## src/rtl/spi_shift_engine_pkg.sv

```systemverilog
// Shared definitions for the SPI shift engine: FSM encoding, SPI mode codes
// and the counter-width helper.
package spi_pkg;

  typedef enum logic [2:0] {
    ST_IDLE  = 3'd0,
    ST_FETCH = 3'd1,
    ST_LOAD  = 3'd2,
    ST_SHIFT = 3'd3,
    ST_DONE  = 3'd4
  } state_e;

  // Mode code is {cpol, cpha}
  localparam logic [1:0] MODE0 = 2'b00;
  localparam logic [1:0] MODE1 = 2'b01;
  localparam logic [1:0] MODE2 = 2'b10;
  localparam logic [1:0] MODE3 = 2'b11;

  function automatic int cnt_width(input int n);
    if (n <= 2) begin
      return 1;
    end else begin
      return $clog2(n);
    end
  endfunction

endpackage

```

## src/rtl/spi_shift_engine_if.sv

```systemverilog
// Bundle of FIFO handshake, mode control and SPI pin signals around the shift engine.
// The master modport is the engine's view; slave is the surrounding system's view.
interface spi_shift_engine_if #(
  parameter int WIDTH = 8
) ();
  logic             en;
  logic             cpol;
  logic             cpha;
  logic             tx_empty;
  logic             tx_re;
  logic [WIDTH-1:0] tx_data;
  logic             rx_full;
  logic             rx_we;
  logic [WIDTH-1:0] rx_data;
  logic             sclk;
  logic             mosi;
  logic             miso;
  logic             cs_n;
  logic             busy;

  modport master (
    input  en, cpol, cpha, tx_empty, tx_data, rx_full, miso,
    output tx_re, rx_we, rx_data, sclk, mosi, cs_n, busy
  );

  modport slave (
    output en, cpol, cpha, tx_empty, tx_data, rx_full, miso,
    input  tx_re, rx_we, rx_data, sclk, mosi, cs_n, busy
  );
endinterface

```

## src/rtl/spi_shift_engine_clk_gen.sv

```systemverilog
// SCLK half-period timer: emits a one-cycle tick at each half-period end and
// flags whether that tick is a leading (odd-numbered) edge.
module spi_clk_gen
  import spi_pkg::*;
#(
  parameter int CLK_DIV = 4
) (
  input  logic clk,
  input  logic rst,
  input  logic run_i,
  input  logic clear_i,
  output logic tick_o,
  output logic lead_o
);

  localparam int CW = cnt_width(CLK_DIV);
  localparam logic [CW-1:0] TERM = CW'(CLK_DIV - 1);

  logic [CW-1:0] cnt_q, cnt_d;
  logic          phase_q, phase_d;

  assign tick_o = run_i & ~clear_i & (cnt_q == TERM);
  assign lead_o = ~phase_q;

  // Next counter/phase value
  always_comb begin
    cnt_d   = cnt_q;
    phase_d = phase_q;
    if (clear_i) begin
      cnt_d   = '0;
      phase_d = 1'b0;
    end else if (run_i) begin
      if (cnt_q == TERM) begin
        cnt_d   = '0;
        phase_d = ~phase_q;
      end else begin
        cnt_d   = cnt_q + CW'(1);
      end
    end else begin
      cnt_d   = cnt_q;
    end
  end

  // Counter and phase registers
  always_ff @(posedge clk or negedge rst) begin
    if (!rst) begin
      cnt_q   <= '0;
      phase_q <= 1'b0;
    end else begin
      cnt_q   <= cnt_d;
      phase_q <= phase_d;
    end
  end

endmodule

```

## src/rtl/spi_shift_engine.sv

```systemverilog
// SPI shift engine: pops TX FIFO words, shifts them out MSB-first on MOSI while
// sampling MISO, and pushes each received word into the RX FIFO (all four modes).
module spi_shift_engine
  import spi_pkg::*;
#(
  parameter int WIDTH   = 8,
  parameter int CLK_DIV = 4
) (
  input  logic               clk,
  input  logic               rst,
  spi_shift_engine_if.master bus
);

  localparam int EW = cnt_width(2 * WIDTH);
  localparam logic [EW-1:0] LAST_EDGE = EW'(2 * WIDTH - 1);

  state_e           state_q, state_d;
  logic [WIDTH-1:0] shift_q, shift_d;
  logic [WIDTH-1:0] rx_data_q, rx_data_d;
  logic [EW-1:0]    edge_q, edge_d;
  logic [1:0]       mode_q, mode_d;
  logic             last_q, last_d;
  logic             rx_bit_q, rx_bit_d;
  logic             tx_re_q, tx_re_d;
  logic             rx_we_q, rx_we_d;
  logic             sclk_q, sclk_d;
  logic             mosi_q, mosi_d;
  logic             cs_n_q, cs_n_d;
  logic             busy_q, busy_d;
  logic             start_s, tick_s, lead_s, run_s, clear_s;
  logic             cpol_s, cpha_s;

  assign start_s = bus.en & ~bus.tx_empty & ~bus.rx_full;
  assign run_s   = (state_q == ST_SHIFT);
  assign clear_s = (state_q == ST_LOAD);
  assign cpol_s  = (mode_q == MODE2) | (mode_q == MODE3);
  assign cpha_s  = (mode_q == MODE1) | (mode_q == MODE3);

  spi_clk_gen #(
    .CLK_DIV (CLK_DIV)
  ) u_clk_gen (
    .clk     (clk),
    .rst     (rst),
    .run_i   (run_s),
    .clear_i (clear_s),
    .tick_o  (tick_s),
    .lead_o  (lead_s)
  );

  // FSM state register
  always_ff @(posedge clk or negedge rst) begin
    if (!rst) begin
      state_q <= ST_IDLE;
    end else begin
      state_q <= state_d;
    end
  end

  // FSM next state; last_q marks the extra half-period after the final edge
  always_comb begin
    state_d = state_q;
    case (state_q)
      ST_IDLE:  state_d = start_s ? ST_FETCH : ST_IDLE;
      ST_FETCH: state_d = ST_LOAD;
      ST_LOAD:  state_d = ST_SHIFT;
      ST_SHIFT: state_d = (tick_s && last_q) ? ST_DONE : ST_SHIFT;
      ST_DONE:  state_d = start_s ? ST_FETCH : ST_IDLE;
      default:  state_d = ST_IDLE;
    endcase
  end

  // Output and datapath next values
  always_comb begin
    tx_re_d   = 1'b0;
    rx_we_d   = 1'b0;
    rx_data_d = rx_data_q;
    sclk_d    = sclk_q;
    mosi_d    = mosi_q;
    cs_n_d    = cs_n_q;
    busy_d    = (state_d != ST_IDLE);
    shift_d   = shift_q;
    rx_bit_d  = rx_bit_q;
    edge_d    = edge_q;
    last_d    = last_q;
    mode_d    = mode_q;
    case (state_q)
      ST_IDLE: begin
        sclk_d = bus.cpol;
        cs_n_d = 1'b1;
        if (start_s) begin
          tx_re_d = 1'b1;
          mode_d  = {bus.cpol, bus.cpha};
        end else begin
          tx_re_d = 1'b0;
        end
      end
      ST_FETCH: begin
        tx_re_d = 1'b0;
      end
      ST_LOAD: begin
        shift_d = bus.tx_data;
        cs_n_d  = 1'b0;
        sclk_d  = cpol_s;
        edge_d  = '0;
        last_d  = 1'b0;
        if (!cpha_s) begin
          mosi_d = bus.tx_data[WIDTH-1];
        end else begin
          mosi_d = mosi_q;
        end
      end
      ST_SHIFT: begin
        if (tick_s && !last_q) begin
          sclk_d = ~sclk_q;
          if (edge_q == LAST_EDGE) begin
            edge_d = '0;
            last_d = 1'b1;
          end else begin
            edge_d = edge_q + EW'(1);
          end
          // Sampling edge is leading for cpha=0, trailing for cpha=1
          if (lead_s != cpha_s) begin
            if (cpha_s) begin
              shift_d = {shift_q[WIDTH-1:1], bus.miso};
            end else begin
              rx_bit_d = bus.miso;
            end
          end else begin
            if (cpha_s) begin
              mosi_d  = shift_q[WIDTH-1];
              shift_d = {shift_q[WIDTH-2:0], 1'b0};
            end else begin
              mosi_d  = shift_q[WIDTH-2];
              shift_d = {shift_q[WIDTH-2:0], rx_bit_q};
            end
          end
        end else begin
          sclk_d = sclk_q;
        end
      end
      ST_DONE: begin
        rx_we_d   = 1'b1;
        rx_data_d = shift_q;
        if (start_s) begin
          tx_re_d = 1'b1;
        end else begin
          cs_n_d = 1'b1;
          mosi_d = 1'b0;
        end
      end
      default: begin
        cs_n_d = 1'b1;
      end
    endcase
  end

  // Registered outputs and datapath
  always_ff @(posedge clk or negedge rst) begin
    if (!rst) begin
      tx_re_q   <= 1'b0;
      rx_we_q   <= 1'b0;
      rx_data_q <= '0;
      sclk_q    <= 1'b0;
      mosi_q    <= 1'b0;
      cs_n_q    <= 1'b1;
      busy_q    <= 1'b0;
      shift_q   <= '0;
      rx_bit_q  <= 1'b0;
      edge_q    <= '0;
      last_q    <= 1'b0;
      mode_q    <= MODE0;
    end else begin
      tx_re_q   <= tx_re_d;
      rx_we_q   <= rx_we_d;
      rx_data_q <= rx_data_d;
      sclk_q    <= sclk_d;
      mosi_q    <= mosi_d;
      cs_n_q    <= cs_n_d;
      busy_q    <= busy_d;
      shift_q   <= shift_d;
      rx_bit_q  <= rx_bit_d;
      edge_q    <= edge_d;
      last_q    <= last_d;
      mode_q    <= mode_d;
    end
  end

  assign bus.tx_re   = tx_re_q;
  assign bus.rx_we   = rx_we_q;
  assign bus.rx_data = rx_data_q;
  assign bus.sclk    = sclk_q;
  assign bus.mosi    = mosi_q;
  assign bus.cs_n    = cs_n_q;
  assign bus.busy    = busy_q;

endmodule

```

## src/flat_wrapper.sv

```systemverilog
// flat-port wrapper written by rule: the top's interface ports become plain ports
module spi_shift_engine_flat import spi_pkg::*;
#(
  parameter int WIDTH   = 8,
  parameter int CLK_DIV = 4
)
  (clk, rst, bus_en, bus_cpol, bus_cpha, bus_tx_empty, bus_tx_data, bus_rx_full, bus_miso, bus_tx_re, bus_rx_we, bus_rx_data, bus_sclk, bus_mosi, bus_cs_n, bus_busy);
  spi_shift_engine_if #(.WIDTH(WIDTH)) bus_i ();
  input  logic clk;
  input  logic rst;
  input wire logic [$bits(bus_i.en)-1:0] bus_en;
  input wire logic [$bits(bus_i.cpol)-1:0] bus_cpol;
  input wire logic [$bits(bus_i.cpha)-1:0] bus_cpha;
  input wire logic [$bits(bus_i.tx_empty)-1:0] bus_tx_empty;
  input wire logic [$bits(bus_i.tx_data)-1:0] bus_tx_data;
  input wire logic [$bits(bus_i.rx_full)-1:0] bus_rx_full;
  input wire logic [$bits(bus_i.miso)-1:0] bus_miso;
  output wire logic [$bits(bus_i.tx_re)-1:0] bus_tx_re;
  output wire logic [$bits(bus_i.rx_we)-1:0] bus_rx_we;
  output wire logic [$bits(bus_i.rx_data)-1:0] bus_rx_data;
  output wire logic [$bits(bus_i.sclk)-1:0] bus_sclk;
  output wire logic [$bits(bus_i.mosi)-1:0] bus_mosi;
  output wire logic [$bits(bus_i.cs_n)-1:0] bus_cs_n;
  output wire logic [$bits(bus_i.busy)-1:0] bus_busy;
  assign bus_i.en = bus_en;
  assign bus_i.cpol = bus_cpol;
  assign bus_i.cpha = bus_cpha;
  assign bus_i.tx_empty = bus_tx_empty;
  assign bus_i.tx_data = bus_tx_data;
  assign bus_i.rx_full = bus_rx_full;
  assign bus_i.miso = bus_miso;
  assign bus_tx_re = bus_i.tx_re;
  assign bus_rx_we = bus_i.rx_we;
  assign bus_rx_data = bus_i.rx_data;
  assign bus_sclk = bus_i.sclk;
  assign bus_mosi = bus_i.mosi;
  assign bus_cs_n = bus_i.cs_n;
  assign bus_busy = bus_i.busy;
  spi_shift_engine #(.WIDTH(WIDTH), .CLK_DIV(CLK_DIV)) u_core (.clk(clk), .rst(rst), .bus(bus_i));
endmodule
```

## config.mk

```make
export PLATFORM = sky130hd
export DESIGN_NAME = spi_shift_engine_flat
export DESIGN_NICKNAME = d
export VERILOG_FILES = /design/src/rtl/spi_shift_engine_pkg.sv /design/src/rtl/spi_shift_engine_if.sv /design/src/rtl/spi_shift_engine_clk_gen.sv /design/src/rtl/spi_shift_engine.sv /design/src/flat_wrapper.sv
export SDC_FILE = /design/constraint.sdc
export NUM_CORES = 1
export LEC_CHECK = 0
export ABC_AREA = 1
export BUFFER_PORTS_ARGS = -buffer_cell sky130_fd_sc_hd__buf_2
export CAP_MARGIN = 20
export CORE_AREA = 5 5 86 88
export CTS_BUF_LIST = sky130_fd_sc_hd__clkbuf_4 sky130_fd_sc_hd__clkbuf_8
export DETAILED_ROUTE_END_ITERATION = 6
export DIE_AREA = 0 0 91 93
export PLACE_DENSITY = 0.56
export SETUP_SLACK_MARGIN = 0.02
export SLEW_MARGIN = 20
export SYNTH_ARGS = -nofsm -noshare
export SYNTH_HDL_FRONTEND = slang
export SYNTH_HIERARCHICAL = 1
export SYNTH_SLANG_ARGS = --single-unit
```

## constraint.sdc

```tcl
create_clock -name clk -period 2.26 [get_ports clk]
set_input_delay 0.113 -clock clk [delete_from_list [all_inputs] [get_ports clk]]
set_output_delay 0.113 -clock clk [all_outputs]
set_load 0.01 [all_outputs]
```

**After elaboration in Yosys (flattened, before gate mapping)**

Index checks and enable logic that the tools add are counted.

- Add/subtract/negate cells: 2
- $mul: 0
- Divide/modulo/power cells: 0
- Magnitude comparators: 0
- Equal/unequal tests: 16
- Shifts and indexed selects: 0
- Multiplexer cells: 33
- Bitwise gates (word level): 13
- Reductions and logical operators: 21

Operators with widths:

| kind | count |
|---|---|
| 1-bit two-way mux | 18 |
| 8-bit two-way mux | 2 |
| 8-bit case mux with 2 select lines | 1 |
| 3-bit case mux with 4 select lines | 1 |
| 2-bit AND reduction | 5 |
| 1-bit case mux with 3 select lines | 3 |
| 3-bit AND reduction | 3 |
| 3-bit nonzero test | 3 |
| 4-bit two-way mux | 2 |
| 4-bit case mux with 2 select lines | 1 |
| 1-bit NOT | 7 |
| 2-bit equality test (second input constant) | 3 |
| 3-bit by 2-bit equality test with 1-bit output (second input constant) | 2 |
| 2-bit two-way mux | 3 |
| 2-bit inequality test (second input constant) | 3 |
| 5-bit AND reduction | 1 |
| 4-bit by 1-bit adder with 4-bit output (second input constant) | 1 |
| 1-bit bitwise AND | 4 |
| 4-bit equality test (second input constant) | 1 |
| 2-bit by 1-bit inequality test with 1-bit output (second input constant) | 2 |
| 4-bit AND reduction | 1 |
| 2-bit nonzero test | 2 |
| 2-bit OR reduction | 2 |
| 3-bit by 1-bit equality test with 1-bit output (second input constant) | 1 |
| 11 further kinds | 13 |

- Register bits after elaboration: 36
- Latch bits: 0
- Bits in writable memories: 0
- Memory bits (read-only): 0
- Input port bits: 16
- Output and inout port bits: 14
- Memories kept: 0

**Depth between registers and ports, before layout**

- Depth after elaboration: 8
- Mapped depth: 13
- Depth with buffers taken out: 13

**By module**

Netlist, hierarchy kept.

By module, submodules not included:

| module | instances | cells each | area each (um^2) | sequential area each (um^2) |
|---|---|---|---|---|
| spi_shift_engine | 1 | 213 | 1725.4 | 827.0 |
| spi_clk_gen | 1 | 19 | 152.6 | 75.1 |

**Worst setup path before layout**

OpenSTA, ideal clock, no wires.

- Path kind: register to register
- From: register u_core.state_q[2]
- To: register u_core.shift_q[7]
- Library setup time: 0.126 ns
- Arrival: 1.579 ns
- Required time: 2.134 ns
- Setup slack: 0.554 ns
- Cell stages (with the launch flop): 13
- Path buffers: 0
- Cells stage by stage: dfrtp_1 inv_4 nand2_4 nor2_4 inv_1 and3_2 inv_1 nor2_4 nand3_1 nand2_2 nand2_4 nand2_1 o21ai_0

- Cells in the longest elaborated chain, start to end: 7

Ends and longest elaborated chain:

| what | line | source |
|---|---|---|
| from (decl) | spi_shift_engine.sv:17 | `state_e state_q, state_d;` |
| from (signal assigned) | spi_shift_engine.sv:55 | `state_q <= state_d;` |
| 3-bit by 2-bit equality test with 1-bit output | spi_shift_engine.sv:35 | `assign clear_s = (state_q == ST_LOAD);` |
| named net u_core.clear_s | spi_shift_engine.sv:30 | `logic start_s, tick_s, lead_s, run_s, clear_s;` |
| 1-bit NOT | spi_shift_engine_clk_gen.sv:22 | `assign tick_o = run_i & ~clear_i & (cnt_q == TERM);` |
| 1-bit bitwise AND (2 in a row) | spi_shift_engine_clk_gen.sv:22 |  |
| named net u_core.tick_s | spi_shift_engine.sv:30 |  |
| 1-bit logical AND | spi_shift_engine.sv:113 | `if (tick_s && !last_q) begin` |
| 2-bit by 1-bit inequality test with 1-bit output (no line) | - |  |
| 3-bit AND reduction (no line) | - |  |
| to (signal assigned) | spi_shift_engine.sv:180 | `shift_q <= shift_d;` |
| to (decl) | spi_shift_engine.sv:18 | `logic [WIDTH-1:0] shift_q, shift_d;` |

The timed path passes the listed nets, and every way through them passes these cells.
A chain may end at the register's enable or synchronous reset.

**Final worst setup path**

Ends and elaborated chain as after synthesis.

==> metrics.md <==
| Metric | Value |
|---|---|
| Die area | `8463 µm²` |
| Number of synthesized flops with an enable pin | `0` |
| Final cell area excluding filler cells | `2222 µm²` |
| Global-route wire length before repair | `6.996 mm` |
| Timing-limited maximum frequency | `510.8 MHz` |
| Routability congestion estimate from global placement | `0.8261` |
| Cell accounting for the most synthesized area | `dfrtp_1` |
| Largest vdd supply drop | `319.2 µV` |
| Pre-CTS setup slack | `0.3312 ns` |
| Stage delay of the slowest cell on the critical path | `0.50 ns` |
| P&R area growth vs syn | `18.32%` |
| Run status | `complete, no violations` |
| Syn Std Cell Area | `1878 µm²` |
| Total power per unit cell area | `1188 nW/µm²` |
| Max-capacitance violation count | `0` |
| Maximum fanout along the worst path | `7` |
| Count of antenna diodes in the layout | `0` |
| Boundary Pins | `30` |
| Min Tclk post-route | `1.958 ns` |
| Clock network latency to the later pin of the worst-skew pair | `0.29 ns` |
| Placed wire-length estimate after detailed placement | `3.013 mm` |
| Initial core utilization | `28.59%` |
| Total wirelength of the detailed-routed design | `4.079 mm` |
| Router iterations before antenna repair | `4` |
| Worst reg2reg setup slack | `0.30 ns` |
| CTS tree | `yes` |
| Placed inst area | `2101 µm²` |
| CP cell instances | `inv_4 > nand2_4 > nor2_4 > inv_1 > and3_2 > inv_1 > nor2_4 > nand3_1 > nand2_2 > nand2_4 > o21ai_0` |
| Startpoint Class | `flop` |
| Port bufs | `29` |
| Worst endpoint data arrival time | `2.17 ns` |
| Critical path capture point | `u_core/shift_q[7]$_DFFE_PN0P_` |
| Biggest area contributors in the synthesized netlist | `dfrtp_1 47%, nand2_1 18%, nand3_1 4.3%` |
| Resized Gates After CTS | `0` |
| Start point of the critical path | `u_core/state_q[2]$_DFF_PN0_` |
| Total gr overflow | `0` |
| Cell with the biggest individual delay on the critical path | `dfrtp_1` |
| Sequential share of the synthesized area | `48.03%` |
| Total count of hold-check failures in the final report | `0` |
| Net count after synthesis | `250` |
| Post-layout worst setup margin | `0.3023 ns` |
| Worst-path clk slew | `0.08 ns` |
| Unrepaired setup endpoints after global routing | `false` |
| Maximum number of pins on one net before global-route repair | `37` |
| Syn Area/Cell | `8.095 µm²` |
| Avg Vias per Cell | `4.526` |
| Share of the synthesized area in the top cell type | `46.64%` |
| Routed length per placed instance | `11.72 µm` |
| Worst max-slew margin expressed relative to the limit | `46.67%` |
| Horizontal die dimension | `91 µm` |
| Overall via count from detail_route | `1575` |
| Static leakage power | `1.214 nW` |
| Synthesized netlist cell count | `232` |
| H-Tree Level Count | `2` |
| Endpoint class of the critical path | `flop` |
| Via count of the first global-routing pass | `1474` |
| Worst-margin pin slew | `0.7999 ns` |
| Critical path data required time | `2.47 ns` |
| Number of max-slew violations in the final report | `0` |
| DRC Markers | `0` |
| Number of distinct standard cells referenced by the synthesized netlist | `29` |
| Share of post-route cells with drive strength above 1 | `26.12%` |
| Accumulated negative setup slack | `0 ns` |
| Floorplan Core Area | `6569 µm²` |
| Main flop type after synthesis | `dfrtp_1` |
| Layout Nets | `285` |
| Row Count | `30` |
| Buffer depth of the longest clock path | `2` |
| Clock Tree Root | `clkbuf_8` |
| Starting DRC count in detailed routing | `112` |
| Synthesized flop and latch total | `36` |
| Utilization of the core after routing | `33.83%` |
| Number of warnings printed during yosys synthesis | `6` |
| Clock buffers created by TritonCTS | `5` |
| Hold/Removal Path Class | `input port to flop` |
| Final setup violation count | `0` |
| Antenna violations before repair | `0` |
| Worst r2r dst | `u_core/shift_q[7]$_DFFE_PN0P_` |
| Part of the cycle the worst path needs | `86.63%` |
| Sinks on the clock net | `36` |
| # Post-CTS Setup Buffers | `0` |
| Die H | `93 µm` |
| Cells on worst reg2reg path | `11` |
| Worst R2R Start | `u_core/state_q[2]$_DFF_PN0_` |
| Residual antenna-violating net count after detailed routing | `0` |
| Total global routing track utilization | `10.11%` |
| Kind of critical path | `flop to flop` |
| Clock skew | `0.007839 ns` |
| Share of async-settable or async-resettable flops after synthesis | `100.0%` |
[placed cells by master, fill, tap and decap left out, types with 7 or more instances in the layout]
| cell | n |
|---|---|
| a21oi_1 | 7 |
| buf_2 | 29 |
| dfrtp_1 | 35 |
| inv_1 | 14 |
| nand2_1 | 92 |
| nand2_2 | 7 |
| nand2_4 | 7 |
| nand3_1 | 16 |
| nor2_1 | 18 |
| o21ai_0 | 7 |
[kinds of logic after synthesis]
group / synth area share, %
DFF: 48.03
and+or+nand+nor: 39.77
buffers and inverters: 5.996
AOI/OAI and AO/OA: 4.863
adders and majority gates: 1.332
[sequential cells by signal, indices dropped and copies added, names as in the netlist, 2 cells and up]
name and flops:
u_core/u_clk_gen/cnt_q 2, u_core/shift_q 8, u_core/edge_q 4, u_core/mode_q 2
u_core/state_q 3, u_core/bus.rx_data 8
[power by group]
group | switching [mW] | total, mW | internal (mW)
combinational | 0.717 | 1.10 | 0.381
clock | 0.246 | 0.572 | 0.326
sequential | 0.149 | 0.969 | 0.820
total | 1.11 | 2.64 | 1.53
[layer usage]
metal / GRT usage [%] / wire length [µm]
met1: 13.54 / 1896
met2: 15.20 / 1899
met3: 2.896 / 202
met4: 4.401 / 81
met5: 0 / 0
[worst max-delay path, delay by kind of cell (launching register included)]
family	cells	cell delay, ns
AO/OA/AOI/OAI	1	0.18
buffers and inverters	3	0.31
AND/OR/NAND/NOR	7	0.90
flip-flops	1	0.50
[worst min-delay path by stage]
stage                                   endpoint     start  slack [ns]  cells past startpoint
2_1_floorplan          u_core/bus.busy$_DFF_PN0_       rst       -0.18                      0
3_3_place_gp   u_core/bus.rx_data[3]$_DFFE_PN0P_       rst        0.26                      1
3_5_place_dp   u_core/bus.rx_data[4]$_DFFE_PN0P_       rst        0.25                      1
4_1_cts             u_core/mode_q[0]$_DFFE_PN0P_  bus_cpha        0.07                      3
5_1_grt              u_core/rx_bit_q$_DFFE_PN0P_  bus_miso        0.12                      3
6_report            u_core/mode_q[0]$_DFFE_PN0P_  bus_cpha        0.08                      3
[synth_stat cells, types with 2 or more instances]
master / number
nand2_2: 7
buf_6: 2
nor2_2: 3
dfrtp_1: 35
inv_4: 2
nand3_1: 16
ha_1: 2
nor2_1: 18
nand2_4: 7
o21ai_0: 7
nand2_1: 92
nor2_4: 4
nor3_1: 2
inv_1: 14
a21oi_1: 7
[layout make-up]
cell class / instances / area, µm²
Multi-Input combinational cell: 174 / 863.3
Tap cell: 80 / 100.1
Clock buffer: 5 / 68.82
Clock inverter: 3 / 42.54
Fill cell: 676 / 4347
Sequential cell: 36 / 902.1
Timing Repair Buffer: 31 / 162.7
Inverter: 19 / 82.58
[metrics by stage]
stage	hold WS (ns)	instances	power, mW
2_1_floorplan	-0.1826	232	1.845
5_1_grt	0.1243	348	2.849
3_3_place_gp	0.2582	339	2.082
6_report	0.07943	348	2.639
4_1_cts	0.07340	348	2.660
3_5_place_dp	0.2455	339	2.080
[what timing repair did]
item,4_1_cts,5_1_grt
hold buffers,1,0
setup endpoints to repair,0,0
hold endpoints to repair,35,0
No activity file was read; power rests on OpenSTA's default activity.
